## src/rtl/sdram_arbiter_pkg.sv

```systemverilog
// Shared constants for the two-port SDRAM request arbiter: state encodings,
// grant identifiers and controller request-bundle widths.
package sdram_arbiter_pkg;

    localparam logic [1:0] ST_IDLE   = 2'd0;
    localparam logic [1:0] ST_GRANT0 = 2'd1;
    localparam logic [1:0] ST_GRANT1 = 2'd2;

    localparam logic GNT_P0 = 1'b0;
    localparam logic GNT_P1 = 1'b1;

    localparam int DATA_W = 16;
    localparam int SEL_W  = 2;

    localparam logic [SEL_W-1:0] SEL_FULL_WORD = 2'b11;

    function automatic logic [1:0] state_for_grant(input logic gnt);
        return (gnt == GNT_P1) ? ST_GRANT1 : ST_GRANT0;
    endfunction

endpackage

```

## src/rtl/sdram_arb_prio.sv

```systemverilog
// Winner select for the arbiter: port 0 has priority unless port 1 has been
// passed over MAX_STARVE times in a row while waiting.
module sdram_arb_prio
    import sdram_arbiter_pkg::*;
#(
    parameter int MAX_STARVE = 4,
    parameter int STARVE_W   = 3
) (
    input  logic clk,
    input  logic rst_n,
    input  logic p0_req_i,
    input  logic p1_req_i,
    input  logic load_i,
    output logic winner_o
);

    logic [STARVE_W-1:0] starve_cnt_q;
    logic [STARVE_W-1:0] starve_cnt_d;
    logic                starved;

    assign starved  = (starve_cnt_q == STARVE_W'(MAX_STARVE));
    assign winner_o = (p1_req_i && (starved || !p0_req_i)) ? GNT_P1 : GNT_P0;

    // The count only means something while port 1 is actually waiting.
    always_comb begin
        starve_cnt_d = starve_cnt_q;
        if (!p1_req_i) begin
            starve_cnt_d = '0;
        end else if (load_i) begin
            if (winner_o == GNT_P1) begin
                starve_cnt_d = '0;
            end else if (!starved) begin
                starve_cnt_d = starve_cnt_q + STARVE_W'(1);
            end
        end
    end

    always_ff @(posedge clk or negedge rst_n) begin
        if (!rst_n) begin
            starve_cnt_q <= '0;
        end else begin
            starve_cnt_q <= starve_cnt_d;
        end
    end

endmodule

```

## src/rtl/sdram_arbiter.sv

```systemverilog
// Two-port arbiter in front of the SDRAM controller request interface:
// port 0 is the latency-critical flash-emulation read path, port 1 bulk host.
module sdram_arbiter
    import sdram_arbiter_pkg::*;
#(
    parameter int ADDR_WIDTH = 32,
    parameter int MAX_STARVE = 4,
    parameter int STARVE_W   = 3
) (
    input  logic                  sdram_clk,
    input  logic                  sdram_rst_n,

    input  logic                  p0_acc_i,
    input  logic [ADDR_WIDTH-1:0] p0_adr_i,
    output logic                  p0_ack_o,
    output logic                  p0_ack_raw_o,
    output logic [DATA_W-1:0]     p0_dat_o,
    input  logic                  p0_hold_i,
    input  logic                  p0_pause_i,

    input  logic                  p1_acc_i,
    input  logic                  p1_we_i,
    input  logic [ADDR_WIDTH-1:0] p1_adr_i,
    input  logic [DATA_W-1:0]     p1_dat_i,
    input  logic [SEL_W-1:0]      p1_sel_i,
    output logic                  p1_ack_o,
    output logic [DATA_W-1:0]     p1_dat_o,

    output logic                  ctl_acc_o,
    output logic                  ctl_we_o,
    output logic [ADDR_WIDTH-1:0] ctl_adr_o,
    output logic [DATA_W-1:0]     ctl_dat_o,
    output logic [SEL_W-1:0]      ctl_sel_o,
    input  logic                  ctl_ack_i,
    input  logic                  ctl_ack_raw_i,
    input  logic [DATA_W-1:0]     ctl_dat_i,
    input  logic [DATA_W-1:0]     ctl_dat_raw_i,
    input  logic                  ctl_idle_i,
    output logic                  ctl_refresh_inhibit_o,
    output logic                  ctl_pause_read_o
);

    logic [1:0]            state_q,   state_d;
    logic                  acc_q,     acc_d;
    logic                  we_q,      we_d;
    logic [ADDR_WIDTH-1:0] adr_q,     adr_d;
    logic [DATA_W-1:0]     dat_q,     dat_d;
    logic [SEL_W-1:0]      sel_q,     sel_d;
    logic                  orphan_q,  orphan_d;
    logic                  inhibit_q, inhibit_d;

    logic grant0;
    logic grant1;
    logic ack_cycle;
    logic load;
    logic winner;
    logic withdrawn;

    assign grant0    = (state_q == ST_GRANT0);
    assign grant1    = (state_q == ST_GRANT1);
    assign ack_cycle = (grant0 || grant1) && ctl_ack_i;
    // New work starts from IDLE only when the controller is free, or
    // back-to-back in the cycle the current access is acknowledged.
    assign load      = (p0_acc_i || p1_acc_i)
                       && (((state_q == ST_IDLE) && ctl_idle_i) || ack_cycle);
    assign withdrawn = (grant0 && !p0_acc_i) || (grant1 && !p1_acc_i);

    sdram_arb_prio #(
        .MAX_STARVE (MAX_STARVE),
        .STARVE_W   (STARVE_W)
    ) u_prio (
        .clk      (sdram_clk),
        .rst_n    (sdram_rst_n),
        .p0_req_i (p0_acc_i),
        .p1_req_i (p1_acc_i),
        .load_i   (load),
        .winner_o (winner)
    );

    always_comb begin
        state_d   = state_q;
        acc_d     = acc_q;
        we_d      = we_q;
        adr_d     = adr_q;
        dat_d     = dat_q;
        sel_d     = sel_q;
        orphan_d  = orphan_q;
        inhibit_d = p0_hold_i;
        if (load) begin
            state_d  = state_for_grant(winner);
            acc_d    = 1'b1;
            orphan_d = 1'b0;
            if (winner == GNT_P0) begin
                we_d  = 1'b0;
                adr_d = p0_adr_i;
                dat_d = '0;
                sel_d = SEL_FULL_WORD;
            end else begin
                we_d  = p1_we_i;
                adr_d = p1_adr_i;
                dat_d = p1_dat_i;
                sel_d = p1_sel_i;
            end
        end else if (ack_cycle) begin
            state_d  = ST_IDLE;
            acc_d    = 1'b0;
            orphan_d = 1'b0;
        end else if (withdrawn) begin
            // The controller access is never aborted; its ack is dropped later.
            orphan_d = 1'b1;
        end
    end

    always_ff @(posedge sdram_clk or negedge sdram_rst_n) begin
        if (!sdram_rst_n) begin
            state_q   <= ST_IDLE;
            acc_q     <= 1'b0;
            we_q      <= 1'b0;
            adr_q     <= '0;
            dat_q     <= '0;
            sel_q     <= '0;
            orphan_q  <= 1'b0;
            inhibit_q <= 1'b0;
        end else begin
            state_q   <= state_d;
            acc_q     <= acc_d;
            we_q      <= we_d;
            adr_q     <= adr_d;
            dat_q     <= dat_d;
            sel_q     <= sel_d;
            orphan_q  <= orphan_d;
            inhibit_q <= inhibit_d;
        end
    end

    // Masking acc in the ack cycle keeps the controller from starting a duplicate.
    assign ctl_acc_o             = acc_q && !ctl_ack_i;
    assign ctl_we_o              = we_q;
    assign ctl_adr_o             = adr_q;
    assign ctl_dat_o             = dat_q;
    assign ctl_sel_o             = sel_q;
    assign ctl_refresh_inhibit_o = inhibit_q;
    assign ctl_pause_read_o      = p0_pause_i && grant0;

    assign p0_ack_o     = grant0 && ctl_ack_i && !orphan_q;
    assign p0_ack_raw_o = grant0 && ctl_ack_raw_i && !ctl_ack_i && !orphan_q;
    assign p0_dat_o     = p0_ack_o ? ctl_dat_i : (p0_ack_raw_o ? ctl_dat_raw_i : '0);
    assign p1_ack_o     = grant1 && ctl_ack_i && !orphan_q;
    assign p1_dat_o     = p1_ack_o ? ctl_dat_i : '0;

endmodule

```

## config.mk

```make
export PLATFORM = sky130hd
export DESIGN_NAME = sdram_arbiter
export DESIGN_NICKNAME = d
export VERILOG_FILES = /design/src/rtl/sdram_arbiter_pkg.sv /design/src/rtl/sdram_arb_prio.sv /design/src/rtl/sdram_arbiter.sv
export SDC_FILE = /design/constraint.sdc
export NUM_CORES = 1
export LEC_CHECK = 0
export BUFFER_PORTS_ARGS = -buffer_cell sky130_fd_sc_hd__buf_2
export CAP_MARGIN = 10
export CORE_MARGIN = 2
export CORE_UTILIZATION = 33
export DETAILED_ROUTE_END_ITERATION = 10
export PLACE_DENSITY = 0.65
export SLEW_MARGIN = 25
export SYNTH_ARGS = -nofsm -noshare
export SYNTH_HDL_FRONTEND = slang
export SYNTH_SLANG_ARGS = --single-unit
```

## constraint.sdc

```tcl
create_clock -name sdram_clk -period 3.3 [get_ports sdram_clk]
set_input_delay 0.33 -clock sdram_clk [delete_from_list [all_inputs] [get_ports sdram_clk]]
set_output_delay 0.33 -clock sdram_clk [all_outputs]
set_load 0.05 [all_outputs]
```

==> impl_metrics.env, run 1 <==
export IMPL_status="finished clean"
export IMPL_setup_viol_count_final=0
export IMPL_synthesis_nets=432
export IMPL_nFillCells=821
export IMPL_grt_first_pass_wirelength_mm=14.7
export IMPL_die_area_mm2=0.00983
export IMPL_cts_tree="built"
export IMPL_antenna_found_initial=0
export IMPL_drtIter0Drc=113
export IMPL_whs_path_depth=1
export IMPL_clk_path_buf_depth=2
export IMPL_crit_buf_inv=2
export IMPL_ys_warn_count=0
export IMPL_post_route_period_util=0.732
export IMPL_dp_hpwl_mm=7.05
export IMPL_synth_seq_cells=59
export IMPL_io_pins=213
export IMPL_tightest_slew_ns=0.930
export IMPL_critPathRequiredTime_ns=2.97
export IMPL_ctsHoldBuffers=1
export IMPL_rows=34
export IMPL_use_met1=0.199
export IMPL_grt_ovfl_total=0
export IMPL_met3_usage=0.0548
export IMPL_grt_use_met2=0.344
export IMPL_maxSlewHeadroom=0.380
export IMPL_wl_mm=9.18
export IMPL_seqPwrFrac=0.434
export IMPL_vias=3117
export IMPL_fp_dieH_um=99.1
export IMPL_finClkSkew_ns=0.00651
export IMPL_leakage_nw=2.70
export IMPL_grt_max_degree=34
export IMPL_coreArea_mm2=0.00876
export IMPL_wl_per_cell_um=14.7
export IMPL_path_cells="inv_1, ha_1, and3b_1, a22o_1, buf_2"
export IMPL_mostFrequentLayoutCells="212 x buf_2, 70 x inv_1, 59 x dfrtp_1"
export IMPL_period_minus_slack_ns=2.42
export IMPL_cp_start_kind="flop"
export IMPL_die_w_um=99.1
export IMPL_numCtsBuffers=9
export IMPL_slowest_delay_ns=0.54
export IMPL_setup_worst_path_class="reg2out"
export IMPL_clk_latency_ns=0.32
export IMPL_worst_hold_slack_ns=0.105
export IMPL_cp_top_family="simple AND/OR/NAND/NOR gates"
export IMPL_synthCells=303
export IMPL_synth_seq_area_share=0.494
export IMPL_clkSinkCount=59
export IMPL_htreeDepth=3
export IMPL_synth_cell_types=29
export IMPL_nets=641
export IMPL_critPathSlowestCell="and3b_1"
export IMPL_powerDensity_mw_per_mm2=379
export IMPL_ant_nets=0
export IMPL_irDropWorstVdd_uv=180
export IMPL_internal_power_mw=1.31
export IMPL_pwr_share_clk=0.490
export IMPL_hold_path_class="in2reg"
export IMPL_drc=0
export IMPL_rr_endpoint="ctl_sel_o[1]"
export IMPL_synthToLayoutAreaGrowth_pct=47.4
export IMPL_power_net_switching_uw=357
export IMPL_viasPerCell=4.99
export IMPL_netlist_area_mm2=0.00299
export IMPL_combPwrFrac=0.077
export IMPL_drive_gt1_frac=0.466
export IMPL_path_max_fanout=17
export IMPL_final_common_cell="buf_2"
export IMPL_switching_share=0.214
export IMPL_post_cts_buffers=0
export IMPL_gp_congestion=0.779
export IMPL_min_delay_start="p0_hold_i"
export IMPL_worst_setup_path_end_kind="output port"
export IMPL_rrSetupSlack_ns=0.98
export IMPL_track_usage=0.185
export IMPL_port_buffers=212
export IMPL_maxCapViolCount=0
export IMPL_antenna_cells=0
export IMPL_drtPass1Iterations=4
export IMPL_worstPathArrival_ns=2.09
export IMPL_finalHoldViolations=0
export IMPL_clk_pin_slew_ns=0.07
export IMPL_tns_ns=0
export IMPL_r2r_cells=6
export IMPL_post_cts_resized=0
export IMPL_grt_pass1_vias=3178
export IMPL_initial_core_util=0.341
export IMPL_avgSynthCellArea_um2=9.86
export IMPL_slew_viol_final=0
export IMPL_r2r_start="state_q[0]"
export IMPL_grt_busiest_layer="met2"
export IMPL_clockRootBuffer="clkbuf_8"
export IMPL_whs_endpoint="ctl_refresh_inhibit_o"
export IMPL_max_freq_mhz=414
export IMPL_rsz0062_at_grt="no"
[Yosys cell counts]
cell	n	area share
inv_1	70	0.088
dfrtp_1	59	0.49
a211o_4	1	0.0059
nor3_4	1	0.0054
a22o_1	34	0.10
o21ai_1	1	0.0017
o21ai_0	36	0.060
clkbuf_1	9	0.011
a221oi_1	1	0.0029
a21oi_1	3	0.0050
a21boi_0	1	0.0025
buf_4	1	0.0025
ha_1	5	0.021
o221ai_1	32	0.094
o211ai_1	2	0.0050
buf_6	3	0.011
nand2_1	5	0.0063
nand4b_1	1	0.0029
and3b_1	2	0.0059
and2_1	17	0.036
nor3b_1	1	0.0025
nand3_1	1	0.0017
a21bo_2	1	0.0034
buf_2	8	0.013
a22oi_1	1	0.0025
nor2_1	3	0.0038
o22a_1	2	0.0059
nor4bb_1	1	0.0034
nor2b_1	1	0.0021
[worst max path at each step]
| stage | startpoint | to | cells after the start |
|---|---|---|---|
| after floorplan | state_q[0] | p1_dat_o[10] | 6 |
| after global placement | state_q[0] | ctl_adr_o[18] | 5 |
| after detailed placement | state_q[0] | ctl_adr_o[11] | 5 |
| after CTS | state_q[1] | p0_dat_o[12] | 5 |
| after global routing | state_q[1] | p0_dat_o[12] | 5 |
| final | state_q[1] | p0_dat_o[12] | 5 |
[per-layer routing]
layer  part of all wire  up-vias
met5                  0        -
met4              0.018        0
met3              0.092       17
met2               0.51      161
met1               0.38     1452
li1                   -     1487
[worst register-to-register path, cell delays in order (launching register included)]
cell and delay [ns]:
dfrtp_1 0.36, inv_1 0.08, ha_1 0.34, a22o_1 0.25, nand3_1 0.54, buf_4 0.44, o22a_1 0.21
[cell families (layout without fill, tap and decap cells)]
logic type | after synthesis | in the layout | synth area share
DFF | 59 | 59 | 0.494
AOI/OAI and AO/OA | 115 | 115 | 0.289
and+or+nand+nor | 33 | 33 | 0.0695
buffers and inverters | 91 | 305 | 0.127
adders and majority gates | 5 | 5 | 0.0209
[per-stage QoR]
step                std cells  instance area [um2]  setup slack [ns]  power, mW   util
global placement          607                 4120              1.06      0.861  0.470
CTS                       625                 4400             0.850       1.70  0.502
global route              625                 4400             0.754       1.75  0.502
finish                    625                 4400             0.883       1.67  0.502
floorplan                 303                 2990             0.947      0.763      -
detailed placement        608                 4140             0.995      0.866  0.473
[power groups by stage]
stage	logic [mW]	registers, mW	clock network, mW
after global placement	0.124	0.737	0
after CTS	0.130	0.723	0.842
after global routing	0.144	0.723	0.878
final	0.128	0.724	0.817
after detailed placement	0.129	0.737	0
after floorplan	0.0230	0.740	0
[registers in the layout, summed over array words and instances (netlist names)]
name                   flops
ctl_we_o                   1
orphan_q                   1
acc_q                      1
u_prio.starve_cnt_q        3
ctl_refresh_inhibit_o      1
ctl_sel_o                  2
ctl_adr_o                 32
state_q                    2
ctl_dat_o                 16
[final cells by class]
type                       instances  area (um2)  area share
clock buffer                      10         138      0.0313
timing repair buffer             219        1130       0.256
clock inverter                     6         111      0.0253
tap                              108         135      0.0307
multi-input combinational        153        1150       0.261
sequential                        59        1480       0.335
inverter                          70         263      0.0597
(Power assumes the default switching activity.)
==> inputs of run 2 (changes only) <==
--- a/config.mk
+++ b/config.mk
@@ -10,7 +10,7 @@
 export CORE_MARGIN = 2
 export CORE_UTILIZATION = 33
 export DETAILED_ROUTE_END_ITERATION = 10
-export PLACE_DENSITY = 0.65
+export PLACE_DENSITY = 0.68
 export SLEW_MARGIN = 25
 export SYNTH_ARGS = -nofsm -noshare
 export SYNTH_HDL_FRONTEND = slang
==> constraint.sdc (replaced) <==
create_clock -name sdram_clk -period 2.22 [get_ports sdram_clk]
set_input_delay 0.222 -clock sdram_clk [delete_from_list [all_inputs] [get_ports sdram_clk]]
set_output_delay 0.222 -clock sdram_clk [all_outputs]
set_load 0.05 [all_outputs]
==> run 2 against run 1 <==
Wire length grew 2.2%. First-iteration DRC count down 36%. Utilization up 0.79 points. Cell area increased by 1.6%. Critical path type unchanged. Clock skew is 0.0018 ns higher. Highest routed layer unchanged. Largest cell class unchanged. Die area did not move.
==> impl_metrics.env, run 2 (synthesis gave the netlist of run 1 again) <==
export IMPL_viasPerCell=4.99
export IMPL_post_route_period_util=0.951
export IMPL_wl_mm=9.38
export IMPL_coreArea_mm2=0.00876
export IMPL_drc=0
export IMPL_worstPathArrival_ns=1.89
export IMPL_grt_max_degree=36
export IMPL_hold_path_class="in2reg"
export IMPL_period_minus_slack_ns=2.11
export IMPL_final_common_cell="buf_2"
export IMPL_grt_pass1_vias=3098
export IMPL_port_buffers=212
export IMPL_rows=34
export IMPL_stdcell_count=628
export IMPL_largest_register_ffs=32
export IMPL_post_cts_buffers=0
export IMPL_worst_hold_slack_ns=0.111
export IMPL_antenna_cells=0
export IMPL_maxCapViolCount=0
export IMPL_final_util=0.510
export IMPL_gp_congestion=0.815
export IMPL_setup_worst_path_class="reg2out"
export IMPL_path_max_fanout=8
export IMPL_slew_viol_final=0
export IMPL_antenna_found_initial=0
export IMPL_grt_ovfl_total=0
export IMPL_worst_setup_path_end_kind="output port"
export IMPL_powerDensity_mw_per_mm2=517
export IMPL_clockRootBuffer="clkbuf_8"
export IMPL_die_area_mm2=0.00983
export IMPL_numCtsBuffers=9
export IMPL_max_freq_mhz=474
export IMPL_clk_latency_ns=0.33
export IMPL_die_w_um=99.1
export IMPL_leakage_nw=2.70
export IMPL_setup_viol_count_final=0
export IMPL_fp_dieH_um=99.1
export IMPL_finalHoldViolations=0
export IMPL_wl_per_cell_um=14.9
export IMPL_tns_ns=0
export IMPL_grt_first_pass_wirelength_mm=14.3
export IMPL_place_inst=608
export IMPL_ant_nets=0
export IMPL_maxSlewHeadroom=0.551
export IMPL_synthToLayoutAreaGrowth_pct=49.7
export IMPL_cp_start_kind="flop"
export IMPL_vias=3132
export IMPL_irDropWorstVdd_uv=215
export IMPL_track_usage=0.180
export IMPL_nets=644
export IMPL_drtIter0Drc=72
export IMPL_drive_gt1_frac=0.467
export IMPL_tightest_slew_ns=0.671
export IMPL_dp_hpwl_mm=6.79
export IMPL_htreeDepth=3
export IMPL_critPathRequiredTime_ns=2.00
export IMPL_status="finished clean"
export IMPL_clk_path_buf_depth=2
export IMPL_cts_tree="built"
export IMPL_clkSinkCount=59
export IMPL_initial_core_util=0.341
export IMPL_drtPass1Iterations=4
export IMPL_clk_pin_slew_ns=0.07
export IMPL_power_mw=2.31
export IMPL_mostFrequentLayoutCells="196 x buf_2, 70 x inv_1, 59 x dfrtp_1"
export IMPL_io_pins=213
export IMPL_finClkSkew_ns=0.00829
==> run 2: changes by cell type in the layout (fill, tap and decap cells not counted), moves of 2 or more <==
| cell | before | now |
|---|---|---|
| clkbuf_4 | 0 | 11 |
| buf_4 | 5 | 8 |
| buf_6 | 0 | 3 |
| clkbuf_1 | 0 | 2 |
| and3b_2 | 0 | 2 |
| buf_2 | 212 | 196 |
| and3b_1 | 2 | 0 |
==> run 2: critical path, cell delays in order, from the launching register on <==
cell and delay (ns):
dfrtp_1 0.39, inv_1 0.14, ha_4 0.16, nor4bb_4 0.31, buf_6 0.19, a22o_1 0.15, clkbuf_4 0.23
==> run 2: final cells by class <==
| class | count | area (um2) |
|---|---|---|
| flip-flops and latches | 59 | 1480 |
| clock inverters | 5 | 77.6 |
| well taps | 108 | 135 |
| multi-input cells | 153 | 1170 |
| inverters | 70 | 263 |
| clock buffers | 11 | 131 |
| repair buffers | 222 | 1220 |
| fillers | 840 | 4290 |
==> run 2: per-stage QoR <==
step / worst slack (ns) / cell area (um2)
floorplan: 0.0878 / 2990
global placement: 0.334 / 4150
detailed placement: 0.251 / 4150
CTS: 0.0467 / 4380
global route: -0.0376 / 4470
finish: 0.109 / 4470
==> run 2: what timing repair did <==
| item | in CTS | in global routing |
|---|---|---|
| hold buffers | 2 | 0 |
| cloned | 0 | 2 |
| gates resized for setup | 1 | 33 |
| hold endpoints to repair | 26 | 0 |
| setup endpoints to repair | 16 | 32 |
==> run 2: worst paths after layout <==
check | from | endpoint | slack, ns | cells after the start
hold reg to reg | acc_q | acc_q | 0.48 | 2
setup reg to reg | state_q[0] | ctl_sel_o[0] | 0.19 | 6
max in group asynchronous | sdram_rst_n | ctl_adr_o[30] | 1.16 | 3
min in group asynchronous | sdram_rst_n | ctl_adr_o[4] | 0.45 | 2
hold / removal | p1_dat_i[14] | ctl_dat_o[14] | 0.11 | 2
setup / recovery | state_q[1] | p0_dat_o[2] | 0.11 | 6
==> run 2: metal layers <==
metal,vias up,global-route usage,part of all wire
met5,-,0,0
met4,0,0.0464,0.0095
met3,7,0.0527,0.068
met2,133,0.345,0.54
met1,1506,0.192,0.38
li1,1486,-,-
==> run 2: power breakdown <==
part	total, mW	switching (mW)	internal (mW)
sequential	1.08	0.000166	1.08
clock	1.04	0.412	0.629
combinational	0.194	0.0987	0.0951
